## config.mk

```make
export PLATFORM = sky130hd
export DESIGN_NAME = vt52_mode_sequencer_flat
export DESIGN_NICKNAME = d
export VERILOG_FILES = /design/src/rtl/vt52_pkg.sv /design/src/rtl/vt52_mode_sequencer_if.sv /design/src/rtl/vt52_edge_det.sv /design/src/rtl/vt52_mode_sequencer.sv /design/src/flat_wrapper.sv
export SDC_FILE = /design/constraint.sdc
export NUM_CORES = 1
export LEC_CHECK = 0
export CAP_MARGIN = 10
export CORE_ASPECT_RATIO = 0.9
export CORE_MARGIN = 3
export CORE_UTILIZATION = 60
export DETAILED_ROUTE_END_ITERATION = 10
export DONT_BUFFER_PORTS = 1
export HOLD_SLACK_MARGIN = 0.12
export PLACE_DENSITY = 0.76
export SYNTH_ARGS = -nofsm -noshare
export SYNTH_HDL_FRONTEND = slang
export SYNTH_HIERARCHICAL = 1
export SYNTH_SLANG_ARGS = --single-unit
export TNS_END_PERCENT = 100
```

## constraint.sdc

```tcl
create_clock -name clk -period 4.71 [get_ports clk]
set_input_delay 0.2355 -clock clk [delete_from_list [all_inputs] [get_ports clk]]
set_output_delay 0.2355 -clock clk [all_outputs]
set_load 0.03 [all_outputs]
```

## src/rtl/vt52_pkg.sv

```systemverilog
// Shared types and constants for the VT52 mode sequencer.
package vt52_pkg;

    typedef enum logic [2:0] {
        ST_HOLD,
        ST_SETTLE,
        ST_IDLE,
        ST_WAIT_VB,
        ST_DONE
    } state_t;

    typedef struct packed {
        logic pal;
        logic scandouble;
    } mode_t;

    // Bit positions in the edge-detector vector
    localparam int unsigned EDGE_VBLANK = 0;
    localparam int unsigned EDGE_VSYNC  = 1;
    localparam int unsigned EDGE_HSYNC  = 2;

    // Nominal lines per frame (single / scandoubled)
    localparam logic [9:0] LINES_NTSC    = 10'd262;
    localparam logic [9:0] LINES_NTSC_SD = 10'd524;
    localparam logic [9:0] LINES_PAL     = 10'd312;
    localparam logic [9:0] LINES_PAL_SD  = 10'd624;

    function automatic logic [9:0] nominal_lines(input mode_t m);
        logic [9:0] v;
        case ({m.pal, m.scandouble})
            2'b00:   v = LINES_NTSC;
            2'b01:   v = LINES_NTSC_SD;
            2'b10:   v = LINES_PAL;
            default: v = LINES_PAL_SD;
        endcase
        return v;
    endfunction

endpackage

```

## src/rtl/vt52_mode_sequencer_if.sv

```systemverilog
// Mode-request handshake between the OSD/config side and the sequencer.
interface vt52_mode_sequencer_if;

    logic cfg_valid;
    logic cfg_ready;
    logic cfg_pal;
    logic cfg_scandouble;
    logic cfg_done;

    modport master (
        output cfg_valid,
        output cfg_pal,
        output cfg_scandouble,
        input  cfg_ready,
        input  cfg_done
    );

    modport slave (
        input  cfg_valid,
        input  cfg_pal,
        input  cfg_scandouble,
        output cfg_ready,
        output cfg_done
    );

endinterface

```

## src/rtl/vt52_edge_det.sv

```systemverilog
// Registered rising-edge detector for vblank/vsync/hsync.
module vt52_edge_det (
    input  logic       clk,
    input  logic       reset,
    input  logic [2:0] i_sig,
    output logic [2:0] o_rise
);

    logic [2:0] r_prev;

    // Previous-sample registers, cleared on reset
    always_ff @(posedge clk) begin
        if (reset) r_prev <= '0;
        else       r_prev <= i_sig;
    end

    assign o_rise = i_sig & ~r_prev;

endmodule

```

## src/rtl/vt52_mode_sequencer.sv

```systemverilog
// VT52 mode sequencer: applies pal/scandouble changes at vblank, then
// holds the timing generator in reset and mutes video until it settles.
// Optional line measurement enabled by defining VT52_LINE_MEASURE_EN.
module vt52_mode_sequencer
    import vt52_pkg::*;
#(
    parameter int unsigned HOLD_CYCLES   = 16,
    parameter int unsigned SETTLE_FRAMES = 2,
    parameter int unsigned VB_TIMEOUT    = 2000000,
    parameter logic        PAL_DEFAULT   = 1'b0
) (
    input  logic                  clk,
    input  logic                  reset,
    vt52_mode_sequencer_if.slave  cfg,
    input  logic                  vblank,
    input  logic                  vsync,
    input  logic                  hsync,
    output logic                  pal,
    output logic                  scandouble,
    output logic                  gen_reset,
    output logic                  video_mute,
    output logic [9:0]            lines_per_frame
);

    localparam int unsigned CNT_MAX = (HOLD_CYCLES > VB_TIMEOUT) ? HOLD_CYCLES : VB_TIMEOUT;
    localparam int unsigned CNT_W   = (CNT_MAX > 1) ? $clog2(CNT_MAX) : 1;
    localparam logic [CNT_W-1:0] HOLD_LAST   = CNT_W'(HOLD_CYCLES - 1);
    localparam logic [CNT_W-1:0] SETTLE_LAST = CNT_W'(SETTLE_FRAMES - 1);
    localparam logic [CNT_W-1:0] VB_LAST     = CNT_W'(VB_TIMEOUT - 1);

    logic [2:0]       w_rise;
    logic             w_vblank_rise;
    logic             w_vsync_rise;
    logic             w_hsync_rise;

    state_t           r_state;
    state_t           w_state_nxt;
    logic [CNT_W-1:0] r_cnt;
    logic [CNT_W-1:0] w_cnt_nxt;
    mode_t            r_mode;
    mode_t            r_pend;
    mode_t            w_req;
    logic             w_accept;
    logic             w_apply;

    logic             r_gen_reset;
    logic             r_video_mute;
    logic             r_cfg_ready;
    logic             r_cfg_done;

    vt52_edge_det u_edge_det (
        .clk    (clk),
        .reset  (reset),
        .i_sig  ({hsync, vsync, vblank}),
        .o_rise (w_rise)
    );

    assign w_vblank_rise  = w_rise[EDGE_VBLANK];
    assign w_vsync_rise   = w_rise[EDGE_VSYNC];
    assign w_hsync_rise   = w_rise[EDGE_HSYNC];
    assign w_req.pal        = cfg.cfg_pal;
    assign w_req.scandouble = cfg.cfg_scandouble;

    // State and counter register
    always_ff @(posedge clk) begin
        if (reset) begin
            r_state <= ST_HOLD;
            r_cnt   <= '0;
        end else begin
            r_state <= w_state_nxt;
            r_cnt   <= w_cnt_nxt;
        end
    end

    // Next-state, counter and transfer/apply decisions
    always_comb begin
        w_state_nxt = r_state;
        w_cnt_nxt   = r_cnt;
        w_accept    = 1'b0;
        w_apply     = 1'b0;
        case (r_state)
            ST_HOLD: begin
                if (r_cnt == HOLD_LAST) begin
                    w_cnt_nxt   = '0;
                    w_state_nxt = ST_SETTLE;
                end else begin
                    w_cnt_nxt = r_cnt + 1'b1;
                end
            end
            ST_SETTLE: begin
                if (w_vsync_rise) begin
                    if (r_cnt == SETTLE_LAST) begin
                        w_cnt_nxt   = '0;
                        w_state_nxt = ST_DONE;
                    end else begin
                        w_cnt_nxt = r_cnt + 1'b1;
                    end
                end
            end
            ST_DONE: begin
                w_state_nxt = ST_IDLE;
            end
            ST_IDLE: begin
                if (cfg.cfg_valid && r_cfg_ready) begin
                    w_accept = 1'b1;
                    if (w_req == r_mode) begin
                        w_state_nxt = ST_DONE;
                    end else begin
                        w_cnt_nxt   = '0;
                        w_state_nxt = ST_WAIT_VB;
                    end
                end
            end
            ST_WAIT_VB: begin
                // A vblank rise coinciding with timeout is one transition
                if (w_vblank_rise || (r_cnt == VB_LAST)) begin
                    w_apply     = 1'b1;
                    w_cnt_nxt   = '0;
                    w_state_nxt = ST_HOLD;
                end else begin
                    w_cnt_nxt = r_cnt + 1'b1;
                end
            end
            default: begin
                w_cnt_nxt   = '0;
                w_state_nxt = ST_HOLD;
            end
        endcase
    end

    // Registered outputs follow the next state so they align with r_state
    always_ff @(posedge clk) begin
        if (reset) begin
            r_mode.pal        <= PAL_DEFAULT;
            r_mode.scandouble <= 1'b0;
            r_pend            <= '0;
            r_gen_reset       <= 1'b1;
            r_video_mute      <= 1'b1;
            r_cfg_ready       <= 1'b0;
            r_cfg_done        <= 1'b0;
        end else begin
            if (w_accept) r_pend <= w_req;
            if (w_apply)  r_mode <= r_pend;
            r_gen_reset  <= (w_state_nxt == ST_HOLD);
            r_video_mute <= (w_state_nxt == ST_HOLD) || (w_state_nxt == ST_SETTLE);
            r_cfg_ready  <= (w_state_nxt == ST_IDLE);
            r_cfg_done   <= (w_state_nxt == ST_DONE);
        end
    end

    assign pal           = r_mode.pal;
    assign scandouble    = r_mode.scandouble;
    assign gen_reset     = r_gen_reset;
    assign video_mute    = r_video_mute;
    assign cfg.cfg_ready = r_cfg_ready;
    assign cfg.cfg_done  = r_cfg_done;

`ifdef VT52_LINE_MEASURE_EN
    logic [9:0] r_lines;
    logic [9:0] r_lines_per_frame;

    // Saturating line counter, captured and cleared on each vsync rise
    always_ff @(posedge clk) begin
        if (reset || r_gen_reset) begin
            r_lines           <= '0;
            r_lines_per_frame <= '0;
        end else if (w_vsync_rise) begin
            r_lines_per_frame <= r_lines;
            r_lines           <= '0;
        end else if (w_hsync_rise && (r_lines != '1)) begin
            r_lines <= r_lines + 1'b1;
        end
    end

    assign lines_per_frame = r_lines_per_frame;
`else
    logic w_unused_hsync_rise;
    assign w_unused_hsync_rise = w_hsync_rise;
    assign lines_per_frame     = '0;
`endif

endmodule

```

## src/flat_wrapper.sv

```systemverilog
// flat-port wrapper written by rule: the top's interface ports become plain ports
module vt52_mode_sequencer_flat import vt52_pkg::*;
#(
    parameter int unsigned HOLD_CYCLES   = 16,
    parameter int unsigned SETTLE_FRAMES = 2,
    parameter int unsigned VB_TIMEOUT    = 2000000,
    parameter logic        PAL_DEFAULT   = 1'b0
)
  (clk, reset, vblank, vsync, hsync, pal, scandouble, gen_reset, video_mute, lines_per_frame, cfg_cfg_valid, cfg_cfg_pal, cfg_cfg_scandouble, cfg_cfg_ready, cfg_cfg_done);
  vt52_mode_sequencer_if cfg_i ();
  input  logic clk;
  input  logic reset;
  input  logic vblank;
  input  logic vsync;
  input  logic hsync;
  output logic pal;
  output logic scandouble;
  output logic gen_reset;
  output logic video_mute;
  output logic [9:0] lines_per_frame;
  input wire logic [$bits(cfg_i.cfg_valid)-1:0] cfg_cfg_valid;
  input wire logic [$bits(cfg_i.cfg_pal)-1:0] cfg_cfg_pal;
  input wire logic [$bits(cfg_i.cfg_scandouble)-1:0] cfg_cfg_scandouble;
  output wire logic [$bits(cfg_i.cfg_ready)-1:0] cfg_cfg_ready;
  output wire logic [$bits(cfg_i.cfg_done)-1:0] cfg_cfg_done;
  assign cfg_i.cfg_valid = cfg_cfg_valid;
  assign cfg_i.cfg_pal = cfg_cfg_pal;
  assign cfg_i.cfg_scandouble = cfg_cfg_scandouble;
  assign cfg_cfg_ready = cfg_i.cfg_ready;
  assign cfg_cfg_done = cfg_i.cfg_done;
  vt52_mode_sequencer #(.HOLD_CYCLES(HOLD_CYCLES), .SETTLE_FRAMES(SETTLE_FRAMES), .VB_TIMEOUT(VB_TIMEOUT), .PAL_DEFAULT(PAL_DEFAULT)) u_core (.clk(clk), .reset(reset), .cfg(cfg_i), .vblank(vblank), .vsync(vsync), .hsync(hsync), .pal(pal), .scandouble(scandouble), .gen_reset(gen_reset), .video_mute(video_mute), .lines_per_frame(lines_per_frame));
endmodule
```

Word-level counts from Yosys, hierarchy flattened
Cells that the tools add are included.
{"block": "classes", "add_sub_neg": 1, "n_eq_ne": 14, "muxes": 18, "bitwise_logic": 3, "n_reduce_logical": 6}
{"operator": "21-bit two-way mux", "n": 6}
{"operator": "21-bit one-hot mux with 5 select lines", "n": 1}
{"operator": "21-bit by 1-bit adder with 21-bit output (second input constant)", "n": 1}
{"operator": "21-bit by 1-bit equality test with 1-bit output (second input constant)", "n": 1}
{"operator": "21-bit equality test (second input constant)", "n": 1}
{"operator": "21-bit by 4-bit equality test with 1-bit output (second input constant)", "n": 1}
{"operator": "3-bit two-way mux", "n": 6}
{"operator": "3-bit one-hot mux with 5 select lines", "n": 1}
{"operator": "3-bit by 2-bit equality test with 1-bit output (second input constant)", "n": 3}
{"operator": "3-bit by 1-bit equality test with 1-bit output (second input constant)", "n": 2}
{"operator": "3-bit equality test (second input constant)", "n": 2}
{"operator": "3-bit zero test", "n": 2}
{"operator": "1-bit two-way mux", "n": 4}
{"operator": "2-bit inequality test (second input constant)", "n": 2}
{"operator": "4-bit AND reduction", "n": 1}
{"operator": "2-bit AND", "n": 1}
{"operator": "2-bit equality test", "n": 1}
{"operator": "1-bit logical OR", "n": 2}
{"operator": "2-bit by 1-bit inequality test with 1-bit output (second input constant)", "n": 1}
{"operator": "2-bit inverter", "n": 1}
{"operator": "1-bit logical AND", "n": 1}
{"operator": "1-bit inverter", "n": 1}
{"block": "totals", "ff_bits": 34, "in_bits": 8, "out_inout_bits": 16, "word_cells": 53}

Logic depth before layout (Yosys ltp)
{"block": "depth", "word_depth": 7, "depth_mapped": 8}

By module
Netlist, hierarchy kept.
{"mod": "vt52_mode_sequencer", "n_inst": 1, "cells_per_inst": 195, "area_each_um2": 1656.6, "seq_area_each_um2": 640.6}
{"mod": "vt52_edge_det", "n_inst": 1, "cells_per_inst": 9, "area_each_um2": 105.1, "seq_area_each_um2": 60.1}

Worst setup path after synthesis
Ideal clock, no wire load.
{"block": "synth_timing", "path_kind": "register to register", "start": "register, netlist name u_core/scandouble", "end": "register u_core.r_cnt[15]", "setup_ns": 0.070, "arrival_ns": 1.702, "t_required_ns": 4.640, "slack_ns": 2.939, "stages_incl_launch_ff": 7, "n_path_buf": 0, "period_less_slack_ns": 1.771, "path_cell_list": "dfxtp_1 -> xnor2_1 -> a21o_1 -> a21oi_4 -> nand4_2 -> or3_1 -> a21oi_1"}
{"block": "synth_between", "elab_chain_len": 3}
{"item": "2-bit equality test", "line": "vt52_mode_sequencer.sv:106", "source": "if (w_req == r_mode) begin"}
{"item": "2-bit inequality test (no line)"}
{"item": "4-bit AND reduction (no line)"}
{"item": "end signal: assignment", "line": "vt52_mode_sequencer.sv:71", "source": "r_cnt <= w_cnt_nxt;"}
{"item": "end: declaration", "line": "vt52_mode_sequencer.sv:38", "source": "logic [CNT_W-1:0] r_cnt;"}
No other way between the ends.
A chain may end at the register's enable or synchronous reset.

Final worst setup path
{"block": "layout_timing", "start": "register u_core.r_cnt[0]", "end": "register u_core.r_cnt[14]"}
{"block": "layout_between", "elab_chain_len": 4}
{"item": "21-bit by 1-bit adder with 21-bit output (tied with other cells)", "line": "vt52_mode_sequencer.sv:87, vt52_mode_sequencer.sv:96, vt52_mode_sequencer.sv:121"}
{"item": "21-bit two-way mux / 1-bit logical OR (equally long branches)", "line": "vt52_mode_sequencer.sv:92, vt52_mode_sequencer.sv:116"}
{"item": "21-bit two-way mux (on tied branches)", "line": "vt52_mode_sequencer.sv:91, vt52_mode_sequencer.sv:116"}
{"item": "21-bit one-hot mux with 5 select lines *", "line": "vt52_mode_sequencer.sv:81", "source": "case (r_state)"}
Mark *: on every way between the ends. The rest lies on a longest branch, timed or not. The select of a mux whose other input is x is not followed.

==> metrics <==
CP Launch Type=flip-flop; Sequential Power Share=60.3%; Vias/cell=5.83; Peak VDD IR=192 µV; PD cells=269 nW/µm²; Final Skew=0.00615 ns; Sw Share=23.4%; final core utilization=69.6%; pin count of the biggest net entering global routing=22; RSZ-0062 raised after global routing=no; post-route antenna net violation count=0; Ant. Diodes=0; post-layout instance area=1810 µm²; worst hold-check path type=in -> reg; gr ovfl total=0; combinational power share=6.1%; Die Height=56.9 µm; IO Port Bufs=0; yosys warns=6; Die Area=3560 µm²; DP Wirelength=2.43 mm; fmax=0.416 GHz; total wire length=3.50 mm; endpoints failing setup=0; vias=1433; setup TNS=0 ns; commonest non-fill, non-tap cells in the layout=34 x dfxtp_1, 32 x nor2_1, 13 x nand4_1, 11 x xor2_1, 10 x conb_1; die width=62.5 µm; nets=217; 1st-pass router iterations=4; initial DRC count=102; critical path arrival=2.62 ns; Clock power frac=33.6%; H-tree levels=2; Hold Vio Cnt, Final=0; Initial Util=66.5%; Avg Cell Area, Syn=8.59 µm²; Lkg Pwr=0.000693 µW; row count=17; clk slew on worst S/H paths=0.10 ns; Remaining DRCs=0; cts repair resizes=0; total power=486 µW; max-slew violation count=0; clk sink count=34; vias in the first global route=1337; final hold slack=0.150 ns; critical path peak fanout=21; CTS buffer count=5; core area=2590 µm²; Syn Inst Count=201; CTS root buffer=clkbuf_4; IO Pins=24; clk buf depth=2; status=complete, no violations; cell internal pwr=372 µW; initial antenna violation count=0; WL per Instance=14.2 µm; Tmin final=2.40 ns; global-route wire length before repair=6.00 mm; postcts setup bufs=0; Area Growth Syn to Fin=4.64%; Tot GR Track Use=21.3%; flop2flop setup slack=2.31 ns; gpl congestion=0.901; Crit Path Category=reg -> reg; layout cells sized above 1=8.17%; commonest non-fill, non-tap cell in the layout=dfxtp_1; Psw=114 µW; area post-placement=1700 µm²; Period Utilization, post-route=51.1%; Mapped Area=1730 µm²; crit end category=flip-flop; MaxCap Viol Count=0; clk_lat worst skew=0.33 ns; WP data required=4.92 ns; CTS tree=done
==> layer usage <==
| layer | vias to the layer above | GRT usage (%) | routed length, µm |
|---|---|---|---|
| li1 | 696 | - | - |
| met1 | 663 | 27.1 | 1570 |
| met2 | 67 | 33.1 | 1560 |
| met3 | 7 | 6.00 | 306 |
| met4 | 0 | 10.4 | 64 |
| met5 | - | 0 | 0 |
==> metrics by stage <==
stage / std cells / worst slack, ns
3_5_place_dp: 233 / 2.34
3_3_place_gp: 233 / 2.39
2_1_floorplan: 210 / 2.94
5_1_grt: 246 / 2.09
6_report: 246 / 2.31
4_1_cts: 246 / 2.33
==> flip-flops by register name, indices dropped and copies added (netlist names) <==
name and count:
u_core/scandouble 1, u_core/cfg.cfg_ready 1, u_core/cfg.cfg_done 1, u_core/r_state 3, u_core/u_edge_det/r_prev 2, u_core/r_pend 2
u_core/gen_reset 1, u_core/r_cnt 21, u_core/video_mute 1, u_core/pal 1
==> area by class of cell <==
class                   instances  area, µm²
multi-input cells             156        950
inverters                       5       18.8
flip-flops and latches         34        681
clock inverters                 1       5.00
well taps                      38       47.5
fillers                       216        788
clock buffers                   7       55.1
repair buffers                  5       50.0
==> power groups by stage <==
stage / sequential, µW / combinational [µW] / clock, µW
floorplan: 299 / 30.7 / 0
global placement: 299 / 24.4 / 0
detailed placement: 300 / 24.9 / 0
CTS: 293 / 29.1 / 168
global route: 294 / 32.4 / 184
finish: 293 / 29.5 / 163
==> path summary, 6_finish.rpt <==
path	startpoint	end	cells after the start
worst max-delay path	u_core/r_cnt[0]$_SDFFE_PP0P_	u_core/r_cnt[14]$_SDFFE_PP0P_	7
worst min-delay path	reset	u_core/r_state[0]$_SDFF_PP0_	2
worst max register to register	u_core/r_cnt[0]$_SDFFE_PP0P_	u_core/r_cnt[14]$_SDFFE_PP0P_	7
worst min register to register	u_core/r_pend[0]$_SDFFE_PP0P_	u_core/r_pend[0]$_SDFFE_PP0P_	2
==> critical path, stage by stage, from the launching register on <==
cell and delay (ns):
dfxtp_1 0.41, ha_1 0.19, and3_1 0.40, nand4_1 0.21, o31ai_2 0.32, o21a_1 0.20, a31o_2 0.44, nor2_1 0.11
==> what timing repair did <==
action	4_1_cts	5_1_grt
setup endpoints to repair	0	0
hold buffers	5	0
endpoints found under the hold margin	9	0
Note: power is estimated with default switching activity, not from simulation.
